### src/rtl/l_preamble_gen_pkg.sv
// Shared constants, types and helpers for the legacy 802.11a/g preamble generator.
// IQ words carry I in [31:16] and Q in [15:0], each a signed 16-bit value.
package l_preamble_gen_pkg;

  localparam int unsigned STF_LEN = 16;
  localparam int unsigned LTF_LEN = 64;

  typedef logic [15:0] comp_t;
  typedef logic [31:0] iq_t;

  typedef enum logic [1:0] {
    StIdle,
    StStf,
    StLtfGi,
    StLtfSym
  } state_e;

  function automatic iq_t iq_pack(input comp_t i, input comp_t q);
    return {i, q};
  endfunction

endpackage

### src/rtl/l_preamble_gen_if.sv
// Valid/ready IQ sample stream from the preamble generator to the sample mux.
interface l_preamble_gen_if;
  import l_preamble_gen_pkg::*;

  iq_t  iq;
  logic iq_valid;
  logic iq_ready;

  modport master (output iq, output iq_valid, input iq_ready);
  modport slave  (input iq, input iq_valid, output iq_ready);

endinterface

### src/rtl/l_win_avg.sv
// Per-component edge window: floor((a + b) / 2) on signed 16-bit values.
// Halving a single sample is the same operation with b tied to zero.
module l_win_avg
  import l_preamble_gen_pkg::*;
(
  input  comp_t a,
  input  comp_t b,
  output comp_t y
);

  logic signed [16:0] sum;

  assign sum = $signed({a[15], a}) + $signed({b[15], b});
  assign y   = 16'(sum >>> 1);

endmodule

### src/rtl/l_preamble_gen.sv
// Streams the L-STF then L-LTF (guard interval plus two symbols) from external ROMs
// into a registered valid/ready IQ output, with optional windowing at the region edges.
module l_preamble_gen
  import l_preamble_gen_pkg::*;
#(
  parameter bit          WINDOW_EN  = 1'b1,
  parameter int unsigned STF_REPS   = 10,
  parameter int unsigned LTF_GI_LEN = 32
) (
  input  logic                    clk,
  input  logic                    rstn,
  input  logic                    start,
  output logic [3:0]              stf_addr,
  input  iq_t                     stf_dout,
  output logic [5:0]              ltf_addr,
  input  iq_t                     ltf_dout,
  l_preamble_gen_if.master        tx,
  output logic                    busy,
  output logic                    done
);

  localparam int unsigned StfTot = STF_LEN * STF_REPS;
  localparam int unsigned GiEnd  = StfTot + LTF_GI_LEN;
  localparam int unsigned NTot   = GiEnd + 2 * LTF_LEN;
  localparam int unsigned NW     = $clog2(NTot);

  typedef logic [NW-1:0] idx_t;

  localparam idx_t       StfTotI  = idx_t'(StfTot);
  localparam idx_t       GiEndI   = idx_t'(GiEnd);
  localparam idx_t       StfLast  = idx_t'(StfTot - 1);
  localparam idx_t       GiLast   = idx_t'(GiEnd - 1);
  localparam idx_t       NLast    = idx_t'(NTot - 1);
  localparam logic [5:0] LtfGiOfs = 6'(LTF_LEN - LTF_GI_LEN);

  state_e state_q, state_d;
  idx_t   n_q, n_d;
  iq_t    iq_q, iq_d;
  logic   iq_valid_q, iq_valid_d;
  logic   done_q, done_d;
  logic   start_acc, load;
  logic   win_edge, win_sel;
  comp_t  win_b_i, win_b_q, win_i, win_q;
  iq_t    sample;

  // Both ROM addresses are driven every cycle; at the STF->LTF edge stf_addr rests at 0,
  // which is exactly the STF word the boundary average needs.
  always_comb begin
    stf_addr = '0;
    ltf_addr = '0;
    if (n_q < StfTotI) begin
      stf_addr = n_q[3:0];
    end else if (n_q < GiEndI) begin
      ltf_addr = 6'(n_q - StfTotI) + LtfGiOfs;
    end else begin
      ltf_addr = 6'(n_q - GiEndI);
    end
  end

  assign win_edge = (n_q == StfTotI);
  assign win_sel  = WINDOW_EN && ((n_q == '0) || win_edge);
  assign win_b_i  = win_edge ? ltf_dout[31:16] : '0;
  assign win_b_q  = win_edge ? ltf_dout[15:0]  : '0;

  l_win_avg u_win_i (
    .a (stf_dout[31:16]),
    .b (win_b_i),
    .y (win_i)
  );

  l_win_avg u_win_q (
    .a (stf_dout[15:0]),
    .b (win_b_q),
    .y (win_q)
  );

  assign sample = win_sel ? iq_pack(win_i, win_q) : ((n_q < StfTotI) ? stf_dout : ltf_dout);

  // A start is honoured only once the previous preamble's last sample has drained.
  assign start_acc = start && (state_q == StIdle) && !iq_valid_q;
  assign load      = ((state_q != StIdle) || start_acc) && (!iq_valid_q || tx.iq_ready);
  assign busy      = (state_q != StIdle) || iq_valid_q || start_acc;

  always_comb begin
    state_d    = state_q;
    n_d        = n_q;
    iq_d       = iq_q;
    iq_valid_d = iq_valid_q;
    done_d     = 1'b0;
    if (load) begin
      iq_d       = sample;
      iq_valid_d = 1'b1;
      n_d        = (n_q == NLast) ? '0 : n_q + 1'b1;
      unique case (state_q)
        StIdle:   state_d = StStf;
        StStf:    if (n_q == StfLast) state_d = StLtfGi;
        StLtfGi:  if (n_q == GiLast)  state_d = StLtfSym;
        StLtfSym: if (n_q == NLast)   state_d = StIdle;
        default:  state_d = StIdle;
      endcase
    end else if (iq_valid_q && tx.iq_ready) begin
      iq_valid_d = 1'b0;
      done_d     = (state_q == StIdle);
    end
  end

  always_ff @(posedge clk) begin
    if (!rstn) begin
      state_q    <= StIdle;
      n_q        <= '0;
      iq_q       <= '0;
      iq_valid_q <= 1'b0;
      done_q     <= 1'b0;
    end else begin
      state_q    <= state_d;
      n_q        <= n_d;
      iq_q       <= iq_d;
      iq_valid_q <= iq_valid_d;
      done_q     <= done_d;
    end
  end

  assign tx.iq       = iq_q;
  assign tx.iq_valid = iq_valid_q;
  assign done        = done_q;

endmodule

### src/flat_wrapper.sv
// flat-port wrapper written by rule: the top's interface ports become plain ports
module l_preamble_gen_flat import l_preamble_gen_pkg::*;
#(
  parameter bit          WINDOW_EN  = 1'b1,
  parameter int unsigned STF_REPS   = 10,
  parameter int unsigned LTF_GI_LEN = 32
)
  (clk, rstn, start, stf_addr, stf_dout, ltf_addr, ltf_dout, busy, done, tx_iq, tx_iq_valid, tx_iq_ready);
  l_preamble_gen_if tx_i ();
  input  logic clk;
  input  logic rstn;
  input  logic start;
  output logic [3:0] stf_addr;
  input  iq_t stf_dout;
  output logic [5:0] ltf_addr;
  input  iq_t ltf_dout;
  output logic busy;
  output logic done;
  output wire logic [$bits(tx_i.iq)-1:0] tx_iq;
  output wire logic [$bits(tx_i.iq_valid)-1:0] tx_iq_valid;
  input wire logic [$bits(tx_i.iq_ready)-1:0] tx_iq_ready;
  assign tx_iq = tx_i.iq;
  assign tx_iq_valid = tx_i.iq_valid;
  assign tx_i.iq_ready = tx_iq_ready;
  l_preamble_gen #(.WINDOW_EN(WINDOW_EN), .STF_REPS(STF_REPS), .LTF_GI_LEN(LTF_GI_LEN)) u_core (.clk(clk), .rstn(rstn), .start(start), .stf_addr(stf_addr), .stf_dout(stf_dout), .ltf_addr(ltf_addr), .ltf_dout(ltf_dout), .tx(tx_i), .busy(busy), .done(done));
endmodule
### config.mk
export PLATFORM = sky130hd
export DESIGN_NAME = l_preamble_gen_flat
export DESIGN_NICKNAME = d
export VERILOG_FILES = /design/src/rtl/l_preamble_gen_pkg.sv /design/src/rtl/l_preamble_gen_if.sv /design/src/rtl/l_win_avg.sv /design/src/rtl/l_preamble_gen.sv /design/src/flat_wrapper.sv
export SDC_FILE = /design/constraint.sdc
export NUM_CORES = 1
export LEC_CHECK = 0
export CAP_MARGIN = 25
export CORE_ASPECT_RATIO = 1.75
export CORE_MARGIN = 2
export CORE_UTILIZATION = 49
export DETAILED_ROUTE_END_ITERATION = 16
export PLACE_DENSITY = 0.85
export SLEW_MARGIN = 20
export SYNTH_ARGS = -nofsm -noshare
export SYNTH_HDL_FRONTEND = slang
export SYNTH_SLANG_ARGS = --single-unit
### constraint.sdc
create_clock -name clk -period 4.2 [get_ports clk]
set_input_delay 1.26 -clock clk [delete_from_list [all_inputs] [get_ports clk]]
set_output_delay 1.26 -clock clk [all_outputs]
set_load 0.02 [all_outputs]
# --- Yosys cells after proc, flatten, opt, wreduce, memory -nomap -nowiden ---
# Index checks and enable logic that the tools add are counted.
word_totals:
  output_inout_bits: 45
  inputBits: 68
  word_cells: 55
  reg_bits: 45
op_classes:
  eq_ne: 10
  bitwise: 2
  n_reduce_logical: 16
  add_sub_neg: 6
  muxes: 14
  magnitude_cmp: 2
op_table:
  columns: ["operator", "count"]
  rows:
  - ["$mux W32", 2]
  - ["$add A16 B16 Y17", 2]
  - ["$mux W16", 2]
  - ["$eq A9 B8 Y1 const B", 3]
  - ["$lt A9 B8 Y1 const B", 2]
  - ["$mux W6", 2]
  - ["$add A9 B1 Y9 const B", 1]
  - ["$eq A9 B9 Y1 const B", 1]
  - ["$logic_not A9 Y1", 1]
  - ["$mux W9", 1]
  - ["$pmux W2 S4", 1]
  - ["$add A6 B6 Y6 const B", 1]
  - ["$mux W2", 3]
  - ["$ne A2 B1 Y1 const B", 3]
  - ["$sub A6 B1 Y6 const B", 1]
  - ["$sub A6 B6 Y6 const B", 1]
  - ["$logic_or A1 B1 Y1", 5]
  - ["$eq A2 B2 Y1 const B", 2]
  - ["$logic_and A1 B1 Y1", 4]
  - ["$mux W4", 1]
  - ["$reduce_and A4 Y1", 1]
  - ["$reduce_bool A2 Y1", 2]
  - ["$reduce_or A3 Y1", 1]
  - ["$eq A2 B1 Y1 const B", 1]
  - ["other kinds (4)", 6]

# --- Logic depth before layout (Yosys ltp) ---
depth:
  depth_word: 6
  ltp_mapped: 16
  mapped_depth_nobuf: 14

# --- By module ---
# From an unflattened synthesis, not the netlist that was laid out.
hier_totals:
  hier_cells: 590
  area_unflattened_um2: 4519.3
by_module_without_submodules:
  columns: ["module", "cells_each", "seq_area_each_um2", "area_per_inst_um2", "n_inst"]
  rows:
  - ["l_preamble_gen", 366, 900.9, 2926.6, 1]
  - ["l_win_avg (u_core.u_win_i)", 113, 0.0, 818.3, 1]
  - ["l_win_avg (u_core.u_win_q)", 111, 0.0, 774.5, 1]

# --- Worst setup path after synthesis ---
# No wires, ideal clock.
synth_timing:
  path_kind: "reg2reg"
  from: "register u_core.n_q[0]"
  to: "register u_core.iq_q[28] (netlist: u_core.tx.iq[28])"
  required_ps: 4114
  period_less_slack_ps: 3339
  stages_incl_launch_ff: 16
  arrival_time_ps: 3254
  path_buffers: 2
  path_slack_ps: 861
  setup_time_ps: 86
  cell_sequence: "dfxtp_1 -> inv_1 -> ha_1 -> nor4bb_4 -> and3_1 -> buf_2 -> clkbuf_1 -> and2_1 -> ha_1 -> and4_1 -> nand4_2 -> a211oi_2 -> o2111ai_1 -> a311oi_1 -> mux2_1 -> a211oi_1"
synth_between:
  elab_chain_len: 4
  word_cells_on_any_way: 8
  classes_between: "1 x add/sub; 1 x order compare; 1 x eq/ne; 3 x mux; 2 x reduce/logical"
synth_rtl:
  columns: ["element", "line", "text"]
  rows:
  - ["from (decl)", "l_preamble_gen.sv:37", "idx_t n_q, n_d;"]
  - ["from (signal assigned)", "l_preamble_gen.sv:116", "n_q <= n_d;"]
  - ["$eq A9 B8 Y1", "l_preamble_gen.sv:60", "assign win_edge = (n_q == StfTotI);"]
  - ["$mux W16", "l_preamble_gen.sv:62", "assign win_b_i = win_edge ? ltf_dout[31:16] : '0;"]
  - ["$add A16 B16 Y17", "l_win_avg.sv:13", "assign sum = $signed({a[15], a}) + $signed({b[15], b});"]
  - ["$mux W32 *", "l_preamble_gen.sv:77", "assign sample = win_sel ? iq_pack(win_i, win_q) : ((n_q < StfTotI) ? stf_dout : ltf_dout);"]
  - ["to (signal assigned)", "l_preamble_gen.sv:117", "iq_q <= iq_d;"]
  - ["to (decl)", "l_preamble_gen.sv:38", "iq_t iq_q, iq_d;"]
# Every way passes the cells marked *; elsewhere a longest branch is shown, timed or not.
# A chain may end at the register's enable or synchronous reset.

# --- Worst setup path in the final report ---
layout_timing:
  from: "input start"
  to: "output busy"
layout_between:
  elab_chain_len: 3
layout_rtl:
  columns: ["element", "line", "text"]
  rows:
  - ["from (decl)", "flat_wrapper.sv:12", "input logic start;"]
  - ["$logic_and A1 B1 Y1 (2 in series)", "l_preamble_gen.sv:80", "assign start_acc = start && (state_q == StIdle) && !iq_valid_q;"]
  - ["$logic_or A1 B1 Y1", "l_preamble_gen.sv:82", "assign busy = (state_q != StIdle) || iq_valid_q || start_acc;"]
  - ["to (decl)", "flat_wrapper.sv:17", "output logic busy;"]
# Every way passes these cells.

==> impl_results.md <==
* CP max FO at 3
* Worst VDD drop at between 0.0002 and 0.0003 V
* Die width at about 73 µm
* Slew Viols, Final at 0
* Worst-path cell chain: clkdlybuf4s50_1, nor2b_1, nand2b_1, clkdlybuf4s50_1
* Worst Skew at 0.005472 ns
* Chip height at approximately 130 µm
* Total number of vias at about 4,300
* Core area at ~8200 µm²
* Post-synth top cells: 45 x dfxtp_1, 44 x a21oi_1, 43 x nor2_1, 41 x nand2_1, 38 x and2_1
* Hold Path Class: reg2reg
* Critical path launch point: start
* Post-synth net total at 630
* WHS Endpoint: u_core.tx.iq[4]
* Synthesis-to-layout area growth at 33.31%
* Max-cap violations at 0
* Status: finished clean
* Total power at about 2.3 mW
* Critical hold path startpoint: u_core.tx.iq[4]
* Fin nets at between 700 and 800
* Max stage delay cell, worst path: clkdlybuf4s50_1
* Hold path depth at 2
* Syn_area_per_cell at around 7.8 µm²
* FMAX at about 0.27 GHz
* Max Root-Sink Buffers at 2
* Initial antenna violation count at 0
* Pwr/cell area at roughly 420 nW/µm²
* Vias in the first global route at ~4,400
* I/O pins at roughly 110
* FFs w/ async S/R, synth at 0
* CP Capture Type: output port
* Starting Density at 0.5000
* Data arrival, critical path at 2.51 ns
* H-Tree Depth at 2
* Sequential share of the synthesized area at 0.2196
* Ys flop type: dfxtp_1
* PostCTS Resize Cnt at 0
* Worst Path Buf+Inv at 2
* Post-route ant nets at 0
* Number of buffers added on ports at approximately 110
* Gr usage total at 0.2737
* Post-CTS Hold Fix Bufs at 0
* Synth Warn # at 0
* First-pass GRT wire length at about 20,000 µm
* Clock slew at reported path FFs at 0.06 ns
* Cell count of the worst reg-to-reg path at 13
* Fill cells at between 700 and 800
* Post-DP HPWL at between 9000 and 10,000 µm
* Share of post-route cells with drive strength above 1 at 0.04952
* CTS tree: done
* Dominant cell by count in the synthesized netlist: dfxtp_1
* Final period utilization at 0.8967
* Total grt overflow at 0
* Crit path largest cell delay at approximately 0.54 ns
* Total iterations of the first detailed-routing run at 4
* Die ar. at ~9000 µm²
* Data required time of the worst path at about 3 ns
* Initial detailed-routing violation count at roughly 210
* Util after Layout at 0.6666
* Number of remaining DRC errors at 0
* Endpoints failing setup at 0
* Clock sink count at 45
* CP startpoint kind: primary input
* Worst R2R Setup Slack at around 0.44 ns
* Number of enable flip-flop cells after synthesis at 0
* Fin Setup TNS at 0 ns
* Most used cell, CP: clkdlybuf4s50_1
* Rows at between 40 and 50
* Count of unique library cells instantiated by Yosys at 54
* Reg2reg end: u_core.tx.iq[28]
* Antenna diodes at 0
* Top cells by area, synth: dfxtp_1 22%, ha_1 11%, mux2i_1 7.3%, and2_1 5.8%, a21oi_1 5.4%
* Wire per inst at 17.02 µm
* Worst r2r src: u_core.n_q[0]
* Final worst slack at roughly 0.43 ns
* Post-CTS setup buffers at 0
* Worst rel slew slack at 0.5799
* Synth Register Bits at between 40 and 50
* Post-Syn Area at 4101 µm²
* Via-to-Cell Ratio at just over 6
* Leakage Power at between 2 and 2.5 nW
* Multi-input logic area at ~3000 µm²
* Final hold violations at 0
* RSZ-0062 raised after global routing: false
* Post-Route WL at between 10,000 and 15,000 µm
* RD Place Congestion at approximately 0.9
* Critical path type: in2out
* Top cell type's share of synthesized area at 0.2196
* Largest delay share family, worst path: buffers and inverters
* Minimum clock period at between 3 and 4 ns
* FF/Latch Area at approximately 900 µm²
* Least-Margin Pin Slew at about 0.63 ns
* Clk Latency, worst-skew pair at slightly below 0.3 ns
* Root Buffer: clkbuf_16
* Place WS at 0.1702 ns
* Largest net degree at the start of global routing at between 40 and 50
* Num CTS Buffers at 5
* Mapped Cells at 524
* Post-synth top area cell: dfxtp_1
-- layout by cell type, fill, tap and decap left out, types with 4 or more instances in the layout --
cell type        count
dfxtp_1             45
nor2b_1             10
and2_1              38
mux2i_1             30
nand2b_1             5
buf_4                8
o2111ai_1            4
o21ai_0             30
nand3_1             15
xnor2_1             12
o211ai_1             8
nor3_1              10
or3_1                5
mux2_2               6
a21oi_1             44
o21a_1               4
clkbuf_16            5
nor2_1              42
ha_1                36
a21o_1              18
nor3b_1              5
clkdlybuf4s50_1    112
o221ai_1             5
a211oi_1             8
and3_1               4
nand2_1             41
nand4_1              4
inv_1               16
xor2_1              13
-- area by class of cell --
class	count	share of cell area
multi-input combinational	436	0.5547
timing repair buffer	121	0.2197
sequential	45	0.1648
clock buffer	7	0.02792
tap	92	0.02105
inverter	16	0.01098
clock inverter	1	0.0009153
-- flip-flops by register name, indices dropped and copies added (netlist names) --
register / cells
u_core.tx.iq: 32
u_core.tx.iq_valid: 1
u_core.done: 1
u_core.state_q: 2
u_core.n_q: 9
-- per-layer routing --
metal	GRT usage	routed length [µm]	up-vias	part of all wire
met4	0.1645	603	0	0.049
met5	0	0	-	0
met1	0.2877	4436	2043	0.36
met2	0.4939	6577	165	0.54
li1	-	-	2084	-
met3	0.03465	601	46	0.049
-- cell families after synthesis --
family,after synthesis,synth area share
AND/OR/NAND/NOR,189,0.2401
AO/OA/AOI/OAI,147,0.2318
flip-flops,45,0.2196
buffers and inverters,43,0.04301
adder cells (fa/ha/maj),38,0.1196
multiplexers,37,0.09243
XOR/XNOR,25,0.05339
-- metrics by stage --
step                cells  hold slack (ns)  instance area, µm²
floorplan             524           0.4486                4101
global placement      710           0.4402                5309
detailed placement    710           0.4518                5309
CTS                   718           0.4600                5466
global route          718           0.4788                5468
finish                718           0.4571                5468
-- report_power, final --
group / internal [mW] / leakage [nW] / switching, mW / total, mW
logic: 0.536 / 2.04 / 0.691 / 1.23
clock network: 0.252 / 0.0799 / 0.171 / 0.424
registers: 0.571 / 0.370 / 0.0918 / 0.663
-- worst max path at each step --
stage	endpoint	slack [ns]	cells past startpoint
3_5_place_dp	u_core.tx.iq[28]	0.17	10
6_report	busy	0.43	4
4_1_cts	u_core.tx.iq[28]	0.27	13
3_3_place_gp	u_core.tx.iq[28]	0.30	10
2_1_floorplan	u_core.tx.iq[28]	0.86	15
5_1_grt	u_core.tx.iq[28]	0.20	13
-- worst min-delay path: cells and delay by family, from the launching register on --
family / cells / cell delay (ns)
flops: 1 / 0.31
simple gates: 1 / 0.05
compound gates: 1 / 0.05
No activity file was read; power rests on OpenSTA's default activity.
